**src/rtl/fifo_rd_ctrl.sv**
```systemverilog
// -----------------------------------------------------------------------------
// fifo_rd_ctrl
// Read-side controller of a dual-clock asynchronous FIFO. Everything here runs
// in the read clock domain.
//
// Ports:
//   rclk        in   read-domain clock, rising edge
//   rrst_n      in   asynchronous active-low reset (release synchronised outside)
//   rinc        in   read request from the consumer
//   rwptr_gray  in   Gray write pointer from the write domain (async to rclk)
//   raddr       out  RAM read address (low bits of the binary read pointer)
//   rptr_gray   out  registered Gray read pointer, to the write-side synchroniser
//   rempty      out  registered empty flag
//   rvalid      out  one-cycle strobe: RAM read data for the accepted read valid
//   rlevel      out  occupancy seen from the read domain, 0..2^ADDR_WIDTH
// -----------------------------------------------------------------------------
module fifo_rd_ctrl #(
  parameter int ADDR_WIDTH = 3
) (
  input  logic                  rclk,
  input  logic                  rrst_n,
  input  logic                  rinc,
  input  logic [ADDR_WIDTH:0]   rwptr_gray,
  output logic [ADDR_WIDTH-1:0] raddr,
  output logic [ADDR_WIDTH:0]   rptr_gray,
  output logic                  rempty,
  output logic                  rvalid,
  output logic [ADDR_WIDTH:0]   rlevel
);

  localparam int PW = ADDR_WIDTH + 1;

  logic [PW-1:0] r_rq1_wptr;
  logic [PW-1:0] r_rq2_wptr;
  logic [PW-1:0] r_rbin;
  logic [PW-1:0] r_rgray;
  logic          r_rempty;
  logic          r_rvalid;

  logic          w_acc;
  logic [PW-1:0] w_rbin_next;
  logic [PW-1:0] w_rgray_next;
  logic [PW-1:0] w_wbin;

  // A read while empty is dropped entirely.
  assign w_acc        = rinc & ~r_rempty;
  assign w_rbin_next  = r_rbin + {{(PW-1){1'b0}}, w_acc};
  assign w_rgray_next = (w_rbin_next >> 1) ^ w_rbin_next;

  // Gray-to-binary of the synchronised write pointer: bit i is the XOR of all
  // Gray bits at or above i.
  generate
    for (genvar gi = 0; gi < PW; gi++) begin : g_g2b
      assign w_wbin[gi] = ^r_rq2_wptr[PW-1:gi];
    end
  endgenerate

  // Two-flop synchroniser, nothing between the stages.
  always_ff @(posedge rclk or negedge rrst_n) begin
    if (!rrst_n) begin
      r_rq1_wptr <= '0;
      r_rq2_wptr <= '0;
    end else begin
      r_rq1_wptr <= rwptr_gray;
      r_rq2_wptr <= r_rq1_wptr;
    end
  end

  // Pointers, empty and valid. Empty compares the next Gray pointer with the
  // synchronised write pointer sampled before this edge, so the accept that
  // takes the last entry raises empty at the same edge.
  always_ff @(posedge rclk or negedge rrst_n) begin
    if (!rrst_n) begin
      r_rbin   <= '0;
      r_rgray  <= '0;
      r_rempty <= 1'b1;
      r_rvalid <= 1'b0;
    end else begin
      r_rbin   <= w_rbin_next;
      r_rgray  <= w_rgray_next;
      r_rempty <= (w_rgray_next == r_rq2_wptr);
      r_rvalid <= w_acc;
    end
  end

  assign raddr     = r_rbin[ADDR_WIDTH-1:0];
  assign rptr_gray = r_rgray;
  assign rempty    = r_rempty;
  assign rvalid    = r_rvalid;
  // Modulo subtraction handles pointer wrap; range is 0..depth.
  assign rlevel    = w_wbin - r_rbin;

endmodule
```
**config.mk**
```make
export PLATFORM = sky130hd
export DESIGN_NAME = fifo_rd_ctrl
export DESIGN_NICKNAME = d
export VERILOG_FILES = /design/src/rtl/fifo_rd_ctrl.sv
export SDC_FILE = /design/constraint.sdc
export NUM_CORES = 1
export LEC_CHECK = 0
export ABC_AREA = 0
export CAP_MARGIN = 10
export CORE_MARGIN = 2
export CORE_UTILIZATION = 45
export CTS_CLUSTER_SIZE = 10
export DETAILED_ROUTE_END_ITERATION = 7
export PLACE_DENSITY = 0.86
export SYNTH_ARGS = -nofsm -noshare
export SYNTH_HDL_FRONTEND = slang
export SYNTH_SLANG_ARGS = --single-unit
```
**constraint.sdc**
```tcl
create_clock -name rclk -period 2.2 [get_ports rclk]
set_input_delay 0.33 -clock rclk [delete_from_list [all_inputs] [get_ports rclk]]
set_output_delay 0.33 -clock rclk [all_outputs]
set_load 0.01 [all_outputs]
```
# [Word level (Yosys, flattened, before mapping)]
# Cells that the tools add are included.
[classes] reduce_logical=3 n_eq_ne=1 addsub=2 n_bitwise=3
[op_table] op="$add A4 B1 Y4" n=1
[op_table] op="$eq A4 B4 Y1" n=1
[op_table] op="$reduce_xor A4 Y1" n=1
[op_table] op="$sub A4 B4 Y4" n=1
[op_table] op="$xor A3 B4 Y4" n=1
[op_table] op="$reduce_xor A3 Y1" n=1
[op_table] op="$reduce_xor A2 Y1" n=1
[op_table] op="$and A1 B1 Y1" n=1
[op_table] op="$not A1 Y1" n=1
[word_totals] regBits=18 output_inout_bits=13

# [Logic depth before layout (Yosys ltp)]
[logic_depth] depth_word=5 ltp_mapped=8 depth_no_buf=8

# [Worst setup path after synthesis]
# No wires, ideal clock.
[synth_path] path_type="register -> output" start="register r_rq2_wptr[3]" end="output rlevel[2]" n_path_buf=0 arrival_time_ps=1853 slack_ps=17 path_stages_with_launch=7 cell_sequence="dfrtp_1 > xor2_1 > xnor2_1 > xor2_1 > ha_1 > fa_1 > xnor2_1"
[synth_between] elab_chain_len=2
[synth_rtl] element="from (decl)" line="34" source="logic [PW-1:0] r_rq2_wptr;"
[synth_rtl] element="from (signal assigned)" line="65" source="r_rq2_wptr <= r_rq1_wptr;"
[synth_rtl] element="$reduce_xor A4 Y1 (tied with other cells)" line="54" source="assign w_wbin[gi] = ^r_rq2_wptr[PW-1:gi];"
[synth_rtl] element="$sub A4 B4 Y4 (*)" line="91" source="assign rlevel = w_wbin - r_rbin;"
[synth_rtl] element="to (decl)" line="28" source="output logic [ADDR_WIDTH:0] rlevel"
# Every way passes the cells marked *; elsewhere a longest branch is shown, timed or not.

# [Worst setup path in the final report]
[layout_path] start="register r_rq2_wptr[2]" end="output rlevel[1]"
[layout_between] elab_chain_len=2
[layout_rtl] element="$reduce_xor A4 Y1 or $reduce_xor A3 Y1 (tied branches)" line="54"
[layout_rtl] element="$sub A4 B4 Y4 (*)" line="91"
# Marks and branches as above.

==> results.md <==
- Outcome: finished, violations left
- Failing checks: setup timing
- CTS tree: done
- Fin. max-slew vios: 0
- Arrival @ worst endpoint: 2120 ps
- Max-cap viol count: 0
- Longest Clk Path Bufs: 2
- Commonest cells after routing, fill and taps aside: dfrtp_1, clkdlybuf4s50_1, buf_4
- Die W: 46.2 µm
- Most common cell after layout, fill and taps aside: dfrtp_1
- IO Port Bufs: 19
- Min Tclk post-route: 2450 ps
- Type of the most critical hold path: flip-flop to flip-flop
- Mean Syn Cell Area: 12.9 µm²
- Ant diodes: 0
- Measured slew at the worst slew-check pin: 740 ps
- P_leak: 0.527 nW
- Clk Latency, worst-skew pair: 290 ps
- Final HPWL DP: 1.08 mm
- Upper clock frequency limit: 409 MHz
- Maximum vdd drop: 673 µV
- Synth cell types: 20
- First-pass GRT wire length: 2.30 mm
- Cell Pwr Density: 1390 nW/µm²
- Die area: 2140 µm²
- Vias in the first global route: 540
- Initial antenna violation count: 0
- CTS sink cnt: 17
- Post-route cell area: 1160 µm²
- Post-Synthesis Net Count: 75
- Slowest cell on crit path: fa_2
- Syn Std Cell Area: 802 µm²
- Drt total wl: 1.46 mm
- Top Ports: 20
- Largest area contributor in the netlist: dfrtp_1
- RD Place Congestion: 0.750
- Starting Density: 47.0%
- Largest net degree at the start of global routing: 18
- RSZ-0062 raised after global routing: yes
- Worst Slack Setup Final: -247 ps
- #FFs+latches synth: 17
- Antenna Nets Post-Route: 0
- Setup violators final: 3
- Crit path kind: flip-flop to output pin
- Filler instances: 120
- Critical path's largest stage delay: 440 ps
- Hold Fails Final Rpt: 0
- Worst Clk Skew: 1.28 ps
- Layout cells sized above 1: 35.4%
- Total track usage: 16.8%
- Clock transition at path regs: 90 ps
- Data required time at the worst endpoint: 1870 ps
- Via count: 545
- Slew HR: 50.5%
- Mean routed wirelength per cell: 12.1 µm
- Post-route clock period utilization: 111%
- DRT Pass-1 Iters: 4
- Area growth syn-to-layout: 45.2%
- Clk root buf: clkbuf_4
- DRC: 0
- Post-synth top area share: 49.9%
- Fin util: 68.2%
- GR Overflow Total: 0
- H-tree lvl count: 1
- TNS Setup: -682 ps
- Cells after Synth: 62
- Tot Pwr: 0.00162 W
- R2r setup slk: 390 ps
- Cell Area, Placed: 1080 µm²
- Cell Chain, Critical Path: xor2_2 -> xnor2_2 -> xor2_1 -> ha_2 -> fa_2 -> inv_2 -> buf_6
- Crit. End Element: output pin
- Synth top area cells: dfrtp_1, xnor2_1, ha_1
- Final #Nets: 110
- Drt initial violations: 4
- CP startpoint kind: flip-flop
- Pre-CTS setup slack: -427 ps
- Die height: 46.2 µm
- Vias per Instance: 4.50
- Sequential cell area fraction in the yosys report: 53.2%
- FP Rows: 15
- Crit Path Max Fanout: 2
- CTS buffer count: 3
- Ys Warns: 0
- Core Box Area: 1710 µm²
[synth_stat cells (all sizes together)]
cell and count:
a2111oi 1, nand3 1, clkbuf 1, a21o 1
nor2b 3, o211ai 1, ha 5, xnor2 9
dfstp 1, dfrtp 16, nor2 1, a221oi 1
inv 8, a21oi 3, o2bb2ai 1, nand2 2
fa 1, xor2 6
[flip-flops by register name (all words and copies together), names as in the netlist]
name        cells
r_rq1_wptr      4
r_rq2_wptr      4
rptr_gray       3
r_rbin          4
rvalid          1
rempty          1
[logic make-up after synthesis]
family | synth area share (%)
XOR/XNOR | 19.2
AND/OR/NAND/NOR | 4.37
AO/OA/AOI/OAI | 8.58
buffers and inverters | 4.37
flip-flops | 53.2
adder cells (fa/ha/maj) | 10.3
[worst max-delay path: cells and delay by family, from the launching register on]
kind,cells,cell delay (ps)
flops,1,420
xor+xnor,3,590
fa+ha+maj,2,670
buf+inv,2,160
[report_power, final]
group	internal [W]	leakage (nW)	switching [W]
logic	0.000523	0.314	0.000463
registers	0.000401	0.197	0.0000680
clock network	0.0000706	0.0150	0.0000927
[area by class of cell]
cell class	instances	area, µm²	area share, %
Sequential cell	17	427	36.6
Multi-Input combinational cell	36	377	32.3
Timing Repair Buffer	31	274	23.5
Tap cell	25	31.3	2.69
Inverter	8	30.0	2.58
Clock buffer	4	26.3	2.26
[path summary, 6_finish.rpt]
| kind | startpoint | endpoint | depth (start not counted) |
|---|---|---|---|
| worst min-delay path | r_rq1_wptr[2] | r_rq2_wptr[2] | 0 |
| worst max-delay path | r_rq2_wptr[2] | rlevel[1] | 7 |
| min in group asynchronous | rrst_n | r_rbin[2] | 1 |
| worst min register to register | r_rq1_wptr[2] | r_rq2_wptr[2] | 0 |
| max in group asynchronous | rrst_n | r_rq2_wptr[0] | 1 |
| worst max register to register | rempty | rempty | 6 |
[metrics by stage]
step,hold WS [ps],cells
floorplan,34.4,62
global placement,334,113
detailed placement,335,113
CTS,356,120
global route,372,121
finish,354,121
[metal layers]
layer	track usage [%]	routed length [µm]	share of wire [%]
met5	0	0	0
met4	13.7	56	3.8
met3	3.53	67	4.6
met2	27.2	744	51
met1	18.8	593	41
[timing repair]
| action | 4_1_cts | 5_1_grt |
|---|---|---|
| resized for setup | 26 | 2 |
| hold buffers | 0 | 0 |
| pin swaps | 9 | 7 |
| endpoints found under the setup margin | 4 | 4 |
| setup buffers | 3 | 1 |
No activity file was read; power rests on OpenSTA's default activity.
